File: src/rtl/mult_div_unit_if.sv
// mult_div_unit_if: request/result bundle for the multiply/divide unit.
//   start, op[1:0], A[31:0], B[31:0]         : request (master -> slave)
//   busy, done, HiEnable, LoEnable, dz        : status/strobes (slave -> master)
//   HiOut[31:0], LoOut[31:0]                  : result (slave -> master)
interface mult_div_unit_if;
    logic        start;
    logic [1:0]  op;
    logic [31:0] A;
    logic [31:0] B;
    logic        busy;
    logic        done;
    logic        HiEnable;
    logic        LoEnable;
    logic        dz;
    logic [31:0] HiOut;
    logic [31:0] LoOut;

    modport master (
        output start, op, A, B,
        input  busy, done, HiEnable, LoEnable, dz, HiOut, LoOut
    );

    modport slave (
        input  start, op, A, B,
        output busy, done, HiEnable, LoEnable, dz, HiOut, LoOut
    );
endinterface

File: src/rtl/mult_div_unit.sv
// mult_div_unit: iterative 32-bit multiply/divide unit (MULT, MULTU, DIV, DIVU).
//   clk_i : clock, all state changes on the rising edge
//   clr_i : synchronous active-low reset
//   bus   : mult_div_unit_if.slave
//           op 00=MULT 01=MULTU 10=DIV 11=DIVU; A = rs/dividend, B = rt/divisor
//           MULT*: Hi/Lo = product[63:32]/[31:0]; DIV*: Hi = remainder, Lo = quotient
//           done/HiEnable/LoEnable pulse for one cycle with the result; dz flags B=0 on DIV*.
// Sequence: IDLE -> PREP -> ITER (32 cycles) -> FIX -> DONE -> IDLE.
// Divide by zero short-cuts PREP -> DONE.
module mult_div_unit (
    input  logic              clk_i,
    input  logic              clr_i,
    mult_div_unit_if.slave    bus
);

    localparam logic [2:0] IDLE = 3'd0;
    localparam logic [2:0] PREP = 3'd1;
    localparam logic [2:0] ITER = 3'd2;
    localparam logic [2:0] FIX  = 3'd3;
    localparam logic [2:0] DONE = 3'd4;

    logic [2:0]  state_q,   state_d;
    logic [1:0]  op_q,      op_d;
    logic [31:0] a_q,       a_d;
    logic [31:0] b_q,       b_d;
    logic [4:0]  cnt_q,     cnt_d;
    logic [63:0] acc_q,     acc_d;
    logic [31:0] dvs_q,     dvs_d;
    logic        neg_res_q, neg_res_d;
    logic        neg_rem_q, neg_rem_d;
    logic        dzf_q,     dzf_d;
    logic [31:0] hi_q,      hi_d;
    logic [31:0] lo_q,      lo_d;

    logic        is_signed;
    logic        is_div;
    logic [31:0] mag_a;
    logic [31:0] mag_b;
    logic [32:0] mul_sum;
    logic [32:0] div_diff;
    logic [31:0] fix_q;
    logic [31:0] fix_r;
    logic [63:0] fix_p;

    always_comb begin
        is_signed = ~op_q[0];
        is_div    = op_q[1];
        mag_a     = (is_signed && a_q[31]) ? -a_q : a_q;
        mag_b     = (is_signed && b_q[31]) ? -b_q : b_q;

        // Multiply: acc holds {partial product high, remaining multiplier bits};
        // add the multiplicand on the current LSB and shift the 33-bit sum back in.
        mul_sum   = {1'b0, acc_q[63:32]} + (acc_q[0] ? {1'b0, dvs_q} : 33'd0);

        // Divide: acc holds {remainder, dividend/quotient}; the shifted remainder
        // needs 33 bits since it may exceed 32 bits before the subtraction.
        div_diff  = acc_q[63:31] - {1'b0, dvs_q};

        fix_p     = neg_res_q ? -acc_q : acc_q;
        fix_q     = neg_res_q ? -acc_q[31:0]  : acc_q[31:0];
        fix_r     = neg_rem_q ? -acc_q[63:32] : acc_q[63:32];

        state_d   = state_q;
        op_d      = op_q;
        a_d       = a_q;
        b_d       = b_q;
        cnt_d     = cnt_q;
        acc_d     = acc_q;
        dvs_d     = dvs_q;
        neg_res_d = neg_res_q;
        neg_rem_d = neg_rem_q;
        dzf_d     = dzf_q;
        hi_d      = hi_q;
        lo_d      = lo_q;

        case (state_q)
            IDLE: begin
                if (bus.start) begin
                    op_d    = bus.op;
                    a_d     = bus.A;
                    b_d     = bus.B;
                    dzf_d   = 1'b0;
                    state_d = PREP;
                end
            end
            PREP: begin
                neg_res_d = is_signed & (a_q[31] ^ b_q[31]);
                neg_rem_d = is_signed & a_q[31];
                cnt_d     = '0;
                if (is_div && (b_q == '0)) begin
                    hi_d    = a_q;
                    lo_d    = '1;
                    dzf_d   = 1'b1;
                    state_d = DONE;
                end else begin
                    dvs_d   = is_div ? mag_b : mag_a;
                    acc_d   = {32'd0, (is_div ? mag_a : mag_b)};
                    state_d = ITER;
                end
            end
            ITER: begin
                if (is_div) begin
                    if (!div_diff[32]) begin
                        acc_d = {div_diff[31:0], acc_q[30:0], 1'b1};
                    end else begin
                        acc_d = {acc_q[62:0], 1'b0};
                    end
                end else begin
                    acc_d = {mul_sum, acc_q[31:1]};
                end
                cnt_d = cnt_q + 5'd1;
                if (cnt_q == 5'd31) begin
                    state_d = FIX;
                end
            end
            FIX: begin
                if (is_div) begin
                    hi_d = fix_r;
                    lo_d = fix_q;
                end else begin
                    hi_d = fix_p[63:32];
                    lo_d = fix_p[31:0];
                end
                state_d = DONE;
            end
            DONE: begin
                state_d = IDLE;
            end
            default: begin
                state_d = IDLE;
            end
        endcase
    end

    always_ff @(posedge clk_i) begin
        if (!clr_i) begin
            state_q   <= IDLE;
            op_q      <= '0;
            a_q       <= '0;
            b_q       <= '0;
            cnt_q     <= '0;
            acc_q     <= '0;
            dvs_q     <= '0;
            neg_res_q <= 1'b0;
            neg_rem_q <= 1'b0;
            dzf_q     <= 1'b0;
            hi_q      <= '0;
            lo_q      <= '0;
        end else begin
            state_q   <= state_d;
            op_q      <= op_d;
            a_q       <= a_d;
            b_q       <= b_d;
            cnt_q     <= cnt_d;
            acc_q     <= acc_d;
            dvs_q     <= dvs_d;
            neg_res_q <= neg_res_d;
            neg_rem_q <= neg_rem_d;
            dzf_q     <= dzf_d;
            hi_q      <= hi_d;
            lo_q      <= lo_d;
        end
    end

    assign bus.busy     = (state_q != IDLE);
    assign bus.done     = (state_q == DONE);
    assign bus.HiEnable = (state_q == DONE);
    assign bus.LoEnable = (state_q == DONE);
    assign bus.dz       = (state_q == DONE) & dzf_q;
    assign bus.HiOut    = hi_q;
    assign bus.LoOut    = lo_q;

endmodule

File: src/flat_wrapper.sv
// flat-port wrapper written by rule: the top's interface ports become plain ports
module mult_div_unit_flat 
  (clk_i, clr_i, bus_start, bus_op, bus_A, bus_B, bus_busy, bus_done, bus_HiEnable, bus_LoEnable, bus_dz, bus_HiOut, bus_LoOut);
  mult_div_unit_if bus_i ();
  input  logic clk_i;
  input  logic clr_i;
  input wire logic [$bits(bus_i.start)-1:0] bus_start;
  input wire logic [$bits(bus_i.op)-1:0] bus_op;
  input wire logic [$bits(bus_i.A)-1:0] bus_A;
  input wire logic [$bits(bus_i.B)-1:0] bus_B;
  output wire logic [$bits(bus_i.busy)-1:0] bus_busy;
  output wire logic [$bits(bus_i.done)-1:0] bus_done;
  output wire logic [$bits(bus_i.HiEnable)-1:0] bus_HiEnable;
  output wire logic [$bits(bus_i.LoEnable)-1:0] bus_LoEnable;
  output wire logic [$bits(bus_i.dz)-1:0] bus_dz;
  output wire logic [$bits(bus_i.HiOut)-1:0] bus_HiOut;
  output wire logic [$bits(bus_i.LoOut)-1:0] bus_LoOut;
  assign bus_i.start = bus_start;
  assign bus_i.op = bus_op;
  assign bus_i.A = bus_A;
  assign bus_i.B = bus_B;
  assign bus_busy = bus_i.busy;
  assign bus_done = bus_i.done;
  assign bus_HiEnable = bus_i.HiEnable;
  assign bus_LoEnable = bus_i.LoEnable;
  assign bus_dz = bus_i.dz;
  assign bus_HiOut = bus_i.HiOut;
  assign bus_LoOut = bus_i.LoOut;
  mult_div_unit u_core (.clk_i(clk_i), .clr_i(clr_i), .bus(bus_i));
endmodule
File: config.mk
export PLATFORM = sky130hd
export DESIGN_NAME = mult_div_unit_flat
export DESIGN_NICKNAME = d
export VERILOG_FILES = /design/src/rtl/mult_div_unit_if.sv /design/src/rtl/mult_div_unit.sv /design/src/flat_wrapper.sv
export SDC_FILE = /design/constraint.sdc
export NUM_CORES = 1
export LEC_CHECK = 0
export ABC_AREA = 1
export BUFFER_PORTS_ARGS = -buffer_cell sky130_fd_sc_hd__buf_4
export CELL_PAD_IN_SITES_DETAIL_PLACEMENT = 1
export CELL_PAD_IN_SITES_GLOBAL_PLACEMENT = 2
export CORE_UTILIZATION = 35
export DETAILED_ROUTE_END_ITERATION = 6
export PLACE_DENSITY_LB_ADDON = 0.1
export SYNTH_ARGS = -nofsm -noshare
export SYNTH_HDL_FRONTEND = slang
export SYNTH_SLANG_ARGS = --single-unit
File: constraint.sdc
create_clock -name clk_i -period 4.4 [get_ports clk_i]
set_input_delay 1.32 -clock clk_i [delete_from_list [all_inputs] [get_ports clk_i]]
set_output_delay 1.32 -clock clk_i [all_outputs]
set_load 0.03 [all_outputs]
==> qor.yml <==
timing:
  setup_total_negative_slack_ns: 0
  maxSlewViolCount: 0
  fmaxAchievable_mhz: 284
  worst_pin_slew_ns: 1.01
  timing.slew.headroom_pct: 32.4
  share_of_the_cycle_needed_by_the_critical_path_after_routing_pct: 79.9
  finClkSkew_ns: 0.0273
  finalCriticalPeriod_ns: 3.52
  hold_viol_final: 0
  setup_repair_after_global_routing_missed_its_margin: "false"
  finalSetupViolations: 0
clock_tree:
  cts_root_buf: "clkbuf_16"
  clock_path_buffers: 3
  number_of_instances_resized_during_post_cts_repair: 0
  cts_sinks: 237
  cts_tree: "yes"
  cts_buffers: 31
  cts-htree-levels: 1
  cts-hold-fix-buffers: 0
  cts.reportedPaths.clkPinSlew_ns: 0.06
  clock_latency_on_the_worst_skew_pair_ns: 0.61
  post_cts_buffers: 0
logic_synthesis:
  synth_cells: 3447
  synth_sequential_area_ratio_pct: 23.8
  yosys.area_share.xor_xnor_pct: 2.81
  synth_fp_nets: 3588
  synthesis.area_um2: 19900
  synth_fa_ha_area_share_pct: 4.60
  synth_top_family_by_area: "simple AND/OR/NAND/NOR gates"
  edff_count_synth: 0
  synth-warning-count: 0
  yosys.cell_types.count: 51
  async_reset_ff_share_pct: 0
  compound_gate_fraction_of_synth_area_pct: 20.1
  postSynthAreaPerCell_um2: 5.78
  synth-main-ff-cell: "dfxtp_1"
  synth-simple-area-share_pct: 35.2
  muxShareOfSynthArea_pct: 0
  synth-seq-cells: 237
job:
  max_cap_viol_count: 0
detailed_routing:
  met2RoutedLength_um: 46900
  routed-wl-met3_um: 4650
  detail_route.wirelength.met1_um: 43800
  drt_iter0_markers: 1493
  vias: 23700
  remaining_routing_drc_violations: 0
  route.detailed.wl_per_inst_um: 23.8
  drt-total-wl_um: 102000
  drt.antenna.violating_nets: 0
  highest_metal_layer_with_signal_wires: "met5"
  drt_first_pass_iters: 5
  routed_via_density: 5.51
die:
  ioPinCount: 138
  dieWidth_um: 241
  row_count: 87
  total_core_area_um2: 56300
  chipHeight_um: 241
  initial_utilization_pct: 35.4
  die_area_um2: 57900
cells_and_area:
  layout-drive-gt1-share_pct: 8.84
  multi_input_comb_area_um2: 12500
  nets: 3659
  commonest_non_fill_non_tap_cell_in_the_layout: "nand2_1"
  area.growth.synth_to_final_pct: 14.0
  sequential_cell_area_um2: 4750
  highest_count_cells_in_the_layout_ignoring_fill_and_taps: "nand2_1, inv_1, nand3_1, o21ai_0, a21oi_1"
  fillerInstances: 7714
  num_antenna_cells: 0
grt:
  antenna_found_initial: 1
  grt_first_pass_wirelength_um: 151000
  grt_start_max_net_pins: 175
  grt-ovfl-total: 0
  grt_pass1_vias: 23700
  globalRouteTotalUtil_pct: 35.1
hold_path:
  holdPathStages: 2
  hold_path_class: "reg2reg"
  hold_path.startpoint: "u_core.dzf_q"
  hold_path_end: "u_core.dzf_q"
worst_setup_path:
  crit_chain: "inv_1 -> nand2_1 -> nor3b_1 -> buf_4"
  critical_path.endpoint_type: "output pin"
  worst_ep_required_time_ns: 3.08
  crit-reg2reg-launch: "u_core.acc_q[32]"
  r2r_slack_ns: 0.99
  worst_ep_arrival_ns: 2.20
  critical-path-slowest-cell: "nor3b_1"
  critical_path_peak_fanout: 3
  crit-reg2reg-capture: "u_core.acc_q[48]"
  start_kind: "flip-flop"
  critPathMaxStageDelay_ns: 0.70
  setup.worst_path.class: "reg2out"
  reg2reg_depth: 17
placement:
  place.detailed.hpwl_um: 81400
  port_buffers: 137
  place.gp.congestion: 1.00
pwr:
  power.total_mw: 11.2
  static-leakage-power_nw: 11.3
  worst_ir_drop_vdd_mv: 0.362
  powerDensity_nw_per_um2: 493
run_status:
  outcome: "finished, final reports clean"
## area by class of cell
type,count,share of cell area (%)
Timing Repair Buffer,186,6.26
Tap cell,756,4.17
Multi-Input combinational cell,2530,55.1
Clock buffer,42,3.91
Clock inverter,14,0.821
Inverter,532,8.79
Sequential cell,237,20.9
## critical path, delay by kind of cell, from the launching register on
kind	cells	cell delay, ns
DFF	1	0.31
and+or+nand+nor	2	0.83
buffers and inverters	2	0.43
## worst max-delay path by stage
| stage | start | cells after the start | endpoint | slack, ns |
|---|---|---|---|---|
| 3_3_place_gp | u_core.acc_q[32] | 17 | u_core.acc_q[48] | 1.09 |
| 6_report | u_core.state_q[0] | 4 | bus_dz | 0.88 |
| 4_1_cts | u_core.state_q[0] | 4 | bus_dz | 0.97 |
| 2_1_floorplan | u_core.acc_q[0] | 21 | u_core.acc_q[53] | 1.83 |
| 3_5_place_dp | u_core.acc_q[32] | 17 | u_core.acc_q[48] | 1.06 |
| 5_1_grt | u_core.acc_q[32] | 17 | u_core.acc_q[60] | 0.75 |
## power by group
part / internal [mW] / switching (mW) / total (mW)
combinational: 1.53 / 4.06 / 5.59
sequential: 2.44 / 0.416 / 2.85
clock: 1.64 / 1.11 / 2.75
## cells by family (layout without fill, tap and decap cells)
group | Yosys count | after routing
DFF | 237 | 237
xor gates and xnor gates | 64 | 64
adders and majority gates | 72 | 72
buffers and inverters | 680 | 774
AOI/OAI and AO/OA | 733 | 733
and+or+nand+nor | 1661 | 1661
## metrics by stage
step / utilization, % / cells / setup WS (ns) / hold slack [ns] / cell area [um^2]
6_report: 40.3 / 4297 / 0.884 / 0.470 / 22700
5_1_grt: 40.3 / 4297 / 0.748 / 0.482 / 22700
4_1_cts: 40.3 / 4297 / 0.969 / 0.468 / 22700
3_5_place_dp: 38.4 / 4241 / 1.06 / 0.457 / 21600
3_3_place_gp: 38.4 / 4241 / 1.09 / 0.447 / 21600
2_1_floorplan: - / 3447 / 1.83 / 0.434 / 19900
## synth_stat cells (34+ instances only)
| cell | count | area share (%) |
|---|---|---|
| a21oi_1 | 289 | 7.3 |
| clkbuf_1 | 90 | 1.7 |
| dfxtp_1 | 237 | 24 |
| ha_1 | 70 | 4.4 |
| inv_1 | 520 | 9.8 |
| nand2_1 | 937 | 18 |
| nand3_1 | 298 | 7.5 |
| nand4_1 | 53 | 1.7 |
| nor2_1 | 279 | 5.3 |
| nor3_1 | 38 | 0.96 |
| o211ai_1 | 34 | 1.3 |
| o21ai_0 | 296 | 7.4 |
| xor2_1 | 53 | 2.3 |
## flip-flops by register name, summed over array words and instances, names as in the netlist, 2 cells and up
signal and count:
u_core.cnt_q 5, u_core.bus.HiOut 32, u_core.b_q 32, u_core.op_q 2
u_core.bus.LoOut 32, u_core.a_q 32, u_core.state_q 3, u_core.acc_q 64
u_core.dvs_q 32
## per-layer routing
| layer | global-route usage (%) | up-vias |
|---|---|---|
| li1 | - | 11300 |
| met1 | 44.0 | 11600 |
| met2 | 58.1 | 661 |
| met3 | 3.27 | 204 |
| met4 | 20.9 | 2 |
| met5 | 0 | - |
Note: power is estimated with default switching activity, not from simulation.
